[src/rtl/seq_pkg.sv]
// Shared definitions for the instruction sequencer: opcodes, FSM states,
// error codes and instruction word field positions.
package seq_pkg;

  typedef enum logic [7:0] {
    OP_NOP   = 8'h00,
    OP_WRITE = 8'h01,
    OP_READ  = 8'h02,
    OP_JUMP  = 8'h03,
    OP_DELAY = 8'h04,
    OP_HALT  = 8'h0F
  } opcode_e;

  typedef enum logic [3:0] {
    S_IDLE, S_FETCH, S_MEMWAIT, S_DECODE, S_ISSUE,
    S_WAITBUS, S_DELAY, S_HALTED, S_ERROR
  } state_e;

  // ERR_MEM stands for the whole range of nonzero codes passed through from memory.
  localparam logic [3:0] ERR_NONE   = 4'h0;
  localparam logic [3:0] ERR_MEM    = 4'h1;
  localparam logic [3:0] ERR_OPCODE = 4'h2;
  localparam logic [3:0] ERR_JUMP   = 4'h3;
  localparam logic [3:0] ERR_PC_OVF = 4'h4;

  // Instruction word layout: [31:24] opcode, [23:16] sensor reg, [15:0] operand.
  localparam int OPC_MSB   = 31;
  localparam int OPC_LSB   = 24;
  localparam int RADDR_MSB = 23;
  localparam int RADDR_LSB = 16;
  localparam int OPND_MSB  = 15;
  localparam int OPND_LSB  = 0;

endpackage

[src/rtl/instr_sequencer.sv]
// Instruction sequencer: fetches words from register memory, decodes them and
// drives sensor register transactions on the serial bus master handshake.
module instr_sequencer
  import seq_pkg::*;
#(
  parameter int MEMORY_SIZE = 255,
  parameter int DELAY_W     = 16,
  localparam int ADDR_W     = $clog2(MEMORY_SIZE + 1)
) (
  input  logic              clk,
  input  logic              reset_n,
  input  logic              start,
  output logic [ADDR_W-1:0] reg_addr,
  input  logic [31:0]       reg_data,
  input  logic [3:0]        mem_error,
  output logic              bus_req,
  input  logic              bus_ack,
  output logic              bus_rw,
  output logic [7:0]        bus_addr,
  output logic [7:0]        bus_wdata,
  input  logic              bus_done,
  input  logic [7:0]        bus_rdata,
  output logic [7:0]        rd_data,
  output logic              rd_valid,
  output logic              busy,
  output logic              halted,
  output logic [3:0]        error
);

  localparam logic [ADDR_W-1:0] PC_MAX = ADDR_W'(MEMORY_SIZE);

  state_e              state;
  logic [ADDR_W-1:0]   pc;
  logic [DELAY_W-1:0]  dly_cnt;

  logic [7:0]          opc;
  logic [7:0]          raddr;
  logic [15:0]         opnd;
  logic [ADDR_W-1:0]   jmp_tgt;
  logic                jmp_bad;
  logic [DELAY_W-1:0]  dly_ld;
  logic                pc_last;
  logic                do_adv;
  logic                rd_fin;

  assign opc     = reg_data[OPC_MSB:OPC_LSB];
  assign raddr   = reg_data[RADDR_MSB:RADDR_LSB];
  assign opnd    = reg_data[OPND_MSB:OPND_LSB];
  assign jmp_tgt = opnd[ADDR_W-1:0];
  // One extra bit keeps the comparison meaningful when the address space is a full power of two.
  assign jmp_bad = (ADDR_W+1)'(jmp_tgt) > (ADDR_W+1)'(MEMORY_SIZE);
  assign dly_ld  = DELAY_W'(opnd);
  assign pc_last = (pc == PC_MAX);

  assign busy   = !(state inside {S_IDLE, S_HALTED, S_ERROR});
  assign halted = (state == S_HALTED);

  // Flag every point where the current instruction retires and pc must step forward.
  always_comb begin
    do_adv = 1'b0;
    case (state)
      S_DECODE:  do_adv = (mem_error == 4'h0) &&
                          ((opc == OP_NOP) || ((opc == OP_DELAY) && (dly_ld == '0)));
      S_ISSUE:   do_adv = bus_ack && bus_done;
      S_WAITBUS: do_adv = bus_done;
      S_DELAY:   do_adv = (dly_cnt <= DELAY_W'(1));
      default:   do_adv = 1'b0;
    endcase
  end

  // A retiring bus transaction that was a read hands its data to the display path.
  assign rd_fin = do_adv && bus_rw && (state == S_ISSUE || state == S_WAITBUS);

  // Main sequencer FSM with bus fields, delay counter and sticky error.
  always_ff @(posedge clk or negedge reset_n) begin
    if (!reset_n) begin
      state     <= S_IDLE;
      pc        <= '0;
      reg_addr  <= '0;
      dly_cnt   <= '0;
      bus_req   <= 1'b0;
      bus_rw    <= 1'b0;
      bus_addr  <= '0;
      bus_wdata <= '0;
      rd_data   <= '0;
      rd_valid  <= 1'b0;
      error     <= ERR_NONE;
    end else begin
      rd_valid <= 1'b0;
      if (rd_fin) begin
        rd_data  <= bus_rdata;
        rd_valid <= 1'b1;
      end
      case (state)
        S_IDLE, S_HALTED, S_ERROR: begin
          if (start) begin
            pc    <= '0;
            error <= ERR_NONE;
            state <= S_FETCH;
          end
        end
        S_FETCH: begin
          reg_addr <= pc;
          state    <= S_MEMWAIT;
        end
        S_MEMWAIT: state <= S_DECODE;
        S_DECODE: begin
          if (mem_error != 4'h0) begin
            error <= mem_error;
            state <= S_ERROR;
          end else begin
            case (opc)
              OP_NOP: ;
              OP_WRITE, OP_READ: begin
                bus_rw    <= (opc == OP_READ);
                bus_addr  <= raddr;
                bus_wdata <= opnd[7:0];
                bus_req   <= 1'b1;
                state     <= S_ISSUE;
              end
              OP_JUMP: begin
                if (jmp_bad) begin
                  error <= ERR_JUMP;
                  state <= S_ERROR;
                end else begin
                  pc    <= jmp_tgt;
                  state <= S_FETCH;
                end
              end
              OP_DELAY: begin
                dly_cnt <= dly_ld;
                if (dly_ld != '0) state <= S_DELAY;
              end
              OP_HALT: state <= S_HALTED;
              default: begin
                error <= ERR_OPCODE;
                state <= S_ERROR;
              end
            endcase
          end
        end
        S_ISSUE: begin
          if (bus_ack) begin
            bus_req <= 1'b0;
            state   <= S_WAITBUS;
          end
        end
        S_WAITBUS: ;
        S_DELAY: dly_cnt <= dly_cnt - DELAY_W'(1);
        default: state <= S_IDLE;
      endcase
      // Retirement overrides the per-state next state; stepping past the top is an error.
      if (do_adv) begin
        if (pc_last) begin
          error <= ERR_PC_OVF;
          state <= S_ERROR;
        end else begin
          pc    <= pc + ADDR_W'(1);
          state <= S_FETCH;
        end
      end
    end
  end

endmodule

[config.mk]
export PLATFORM = sky130hd
export DESIGN_NAME = instr_sequencer
export DESIGN_NICKNAME = d
export VERILOG_FILES = /design/src/rtl/seq_pkg.sv /design/src/rtl/instr_sequencer.sv
export SDC_FILE = /design/constraint.sdc
export NUM_CORES = 1
export LEC_CHECK = 0
export CAP_MARGIN = 20
export CORE_UTILIZATION = 53
export CTS_CLUSTER_SIZE = 12
export DETAILED_ROUTE_END_ITERATION = 6
export MAX_ROUTING_LAYER = met4
export PLACE_DENSITY = 0.84
export SLEW_MARGIN = 20
export SYNTH_ARGS = -nofsm -noshare
export SYNTH_HDL_FRONTEND = slang
export SYNTH_SLANG_ARGS = --single-unit
[constraint.sdc]
create_clock -name clk -period 3.23 [get_ports clk]
set_input_delay 0.8075 -clock clk [delete_from_list [all_inputs] [get_ports clk]]
set_output_delay 0.8075 -clock clk [all_outputs]
set_load 0.02 [all_outputs]
==> results of run 1 <==
[through the flow]
step	utilization, %	hold WS [ns]	total power, mW	area [µm²]	cells
5_1_grt	74.8	0.524	2.25	4800	527
4_1_cts	74.8	0.511	2.17	4800	527
2_1_floorplan	-	0.460	1.27	3570	341
3_3_place_gp	71.6	0.472	1.44	4600	511
3_5_place_dp	71.6	0.493	1.46	4600	511
6_report	74.8	0.507	2.16	4800	527
[power by group through the flow]
stage	Clock [mW]	Sequential (mW)	Combinational, mW
after floorplan	0	0.951	0.315
after global placement	0	0.965	0.479
after detailed placement	0	0.970	0.490
after CTS	0.723	0.953	0.493
after global routing	0.752	0.963	0.531
final	0.718	0.954	0.491
[how the worst max path moves through the flow]
stage / from / to / slack, ns / cells past startpoint
final: reg_data[11] / rd_data[0]$_DFFE_PN0P_ / 0.35 / 7
after global routing: reg_data[11] / rd_data[5]$_DFFE_PN0P_ / 0.28 / 7
after CTS: reg_data[6] / rd_data[2]$_DFFE_PN0P_ / 0.37 / 7
after detailed placement: reg_data[6] / rd_data[4]$_DFFE_PN0P_ / 0.02 / 7
after global placement: reg_data[11] / rd_data[6]$_DFFE_PN0P_ / 0.07 / 7
after floorplan: reg_data[11] / rd_data[0]$_DFFE_PN0P_ / 0.55 / 7
[cells by family (layout without fill, tap and decap cells)]
logic type / count (synthesis) / count (layout)
AND/OR/NAND/NOR: 139 / 139
AO/OA/AOI/OAI: 71 / 71
flip-flops: 67 / 67
multiplexers: 35 / 35
buffers and inverters: 24 / 133
adder cells (fa/ha/maj): 3 / 3
XOR/XNOR: 2 / 2
[flip-flops by register name (all words and copies together), names as in the netlist]
signal / flops
error: 4
reg_addr: 8
bus_req: 1
dly_cnt: 16
bus_rw: 1
pc: 8
rd_data: 8
state: 4
rd_valid: 1
bus_addr: 8
bus_wdata: 8
[layout by cell type, fill, tap and decap left out, types with 2 or more instances in the layout]
master | netlist | routed
clkinv_4 | 0 | 2
nand2_1 | 30 | 30
mux2_4 | 8 | 8
and4bb_2 | 2 | 2
and3_1 | 3 | 3
and2_1 | 6 | 6
or4_4 | 2 | 2
buf_4 | 3 | 20
clkdlybuf4s50_1 | 0 | 88
a211oi_1 | 4 | 4
o211ai_1 | 8 | 8
nor4_1 | 3 | 3
or4_1 | 3 | 3
dfrtp_1 | 67 | 67
o21ai_0 | 18 | 18
ha_1 | 3 | 3
nor3b_1 | 2 | 2
o31ai_1 | 2 | 2
clkbuf_8 | 2 | 10
nor2b_1 | 4 | 4
clkinvlp_4 | 0 | 2
nand4_1 | 2 | 2
nor3_1 | 14 | 14
inv_1 | 7 | 7
mux2i_1 | 2 | 2
nor2_1 | 31 | 31
mux2_2 | 24 | 24
a22oi_1 | 8 | 8
a21oi_1 | 10 | 10
nand2b_1 | 2 | 2
or4b_2 | 2 | 2
a31oi_1 | 4 | 4
nand3_1 | 19 | 19
[layer usage]
layer | routed length (µm) | track usage (%) | part of all wire (%) | up-vias
met5 | 0 | - | 0 | -
met4 | 209 | 9.87 | 2.3 | 0
met3 | 454 | 5.34 | 5.1 | 22
met2 | 4580 | 46.3 | 51 | 118
met1 | 3700 | 32.1 | 41 | 1536
li1 | - | - | - | 1464
[cell type report]
type	count	area, µm²	share of cell area [%]
Sequential cell	67	1680	34.9
Clock inverter	5	62.6	1.30
Multi-Input combinational cell	250	1740	36.3
Tap cell	77	96.3	2.01
Clock buffer	11	141	2.95
Timing Repair Buffer	110	1060	22.0
Inverter	7	26.3	0.547
[synthesized netlist by cell type (2+ instances only)]
cell type and number:
a21oi_1 10, clkbuf_1 5, a31oi_1 4, mux2i_1 2, nand3_1 19, o211ai_1 8
or4_4 2, nor4_1 3, inv_1 7, nand2_1 30, clkbuf_8 2, or4b_2 2
nor2_1 31, dfrtp_1 67, and2_1 6, a211oi_1 4, buf_2 3, nor3_1 14
nor2b_1 4, or4_1 3, nand2b_1 2, o21ai_0 18, buf_6 3, and3_1 3
buf_4 3, nand4_1 2, mux2_2 24, and4bb_2 2, mux2_4 8, nor3b_1 2
a22oi_1 8, ha_1 3, o31ai_1 2
==> results.md, run 1 <==
* Via count at 3,140
* Yosys top cell by area: dfrtp_1
* Core area at 0.00642 mm²
* Switching share of power at 30.3%
* Worst r2r dst: error[2]$_DFF_PN0_
* Tcrit/Tclk final at 89.2%
* Die W at 84.0 µm
* Initial DRC count at 244
* Final TNS setup at 0 ns
* Crit start category: input port
* Post-synth EDFFs at 0
* Synth top area cells: dfrtp_1 47%, mux2_2 7.6%, mux2_4 3.4%
* Clock power frac at 33.2%
* I/O pin count at 90
* Setup slack, reg-to-reg at 0.82 ns
* Total GRT Usage at 27.2%
* Minimum clock period at 2.88 ns
* Worst path required time at 3.46 ns
* Seq pwr share at 44.1%
* Critical path class: input port to flop
* Worst Setup Slack, final at 0.349 ns
* Vias in the first global route at 3,048
* Arrival time worst endpoint at 3.11 ns
* Slew of the pin with the lowest slew margin at 0.772 ns
* Initial Util at 55.5%
* Net Switching at 655 µW
* Max Cap Viol at 0
* Seq/Total Area, Yosys at 47.0%
* Failing checks: design-rule violations
* Primary FF master, synth: dfrtp_1
* Worst-path clk slew at 0.08 ns
* Clock Root Buffer: clkbuf_8
* CP max FO at 9
* Hold path depth at 1
* DIE HEIGHT at 84.0 µm
* Pin count of the biggest net entering global routing at 36
* Yosys reg bits at 67
* Die area at 0.00706 mm²
* Layout cell share with drive strength beyond 1 at 19.6%
* Routed wire length at 8940 µm
* # port buffers at 89
* Combinational share of power at 22.7%
* Reg2Reg Launch Point: state[1]$_DFFE_PN0P_
* H-tree depth at 3
* Cells along the critical path: clkdlybuf4s50_1 -> or4_2 -> o41ai_2 -> and3_1 -> or2_1 -> nand3_4 -> mux2_4
* Synth Area in XOR/XNOR at 0.491%
* Post-synthesis adder-cell area fraction at 1.05%
* Net Count, Synth at 393
* Crit-path leading delay family: simple AND/OR/NAND/NOR gates
* Number of antenna-violating nets in the routed design at 0
* Setup Buffers After CTS at 0
* Skew final at 0.00724 ns
* DRC at 6
* F_max at 347 MHz
* Max Slew Vio Count at 0
* Synth Area in Compound Gates at 14.2%
* Post-CTS Resized at 0
* First-pass GRT wire length at 14,500 µm
* Hold path start: bus_wdata[3]$_DFFE_PN0P_
* Unrepaired setup endpoints after global routing: no
* Mux cell area share after synthesis at 11.8%
* Overflow after GRT at 0
* Mapped cell area at 0.00357 mm²
* P_leak at 2.17 nW
* Final setup viols at 0
* Clk buf depth at 2
* CTS tree: built
* Largest family of logic cells by synthesized area: simple AND/OR/NAND/NOR gates
* Sink Count at 67
* Fillers at 423
* Avg Vias per Cell at 5.96
* Antenna cells at 0
* Hold Path End: bus_wdata[3]$_DFFE_PN0P_
* Initial antenna violation count at 0
* Count of cell types in the netlist at 68
* Slowest-stage cell, CP: or4_2
* Worst reg-to-reg path cell count at 7
* Num CTS Buffers at 9
* Synthesized instance count at 341
* DP HPWL at 6560 µm
* Max IR drop VDD at 0.322 mV
* Syn avg cell area at 10.5 µm²
* Slew margin rel. at 48.5%
* GP Congestion at 0.886
* Area Overhead vs Synth at 34.6%
* DP Worst Slack at 0.0204 ns
* Async set-reset flop share out of synthesis at 100%
* Rows at 29
* PwrDens at 451 mW/mm²
* Hold_buf cts at 0
* Synth top area share at 47.0%
* Crit-path max cell delay at 0.72 ns
* Avg WL per Cell at 17.0 µm
* Internal power at 1.51 mW
* Ys Warns at 0
* DRT Pass-1 Iters at 7
* Insertion delay to the later sink of the worst-skew pair at 0.34 ns
* Nets at 497
* WP buf/inv at 1
* CP Capture Type: flop
* Hold Violations, Final at 0
* Worst Hold Class: flop to flop
* Status: complete, but fails checks
* Simple-gate share of the synthesized area at 21.3%
Note: power is estimated with default switching activity, not from simulation.
==> inputs of run 2 (changes only) <==
- TNS_END_PERCENT: unset -> 100
==> results of run 2 <==
No change in the layout: final DEF, timing and power equal those of run 1.
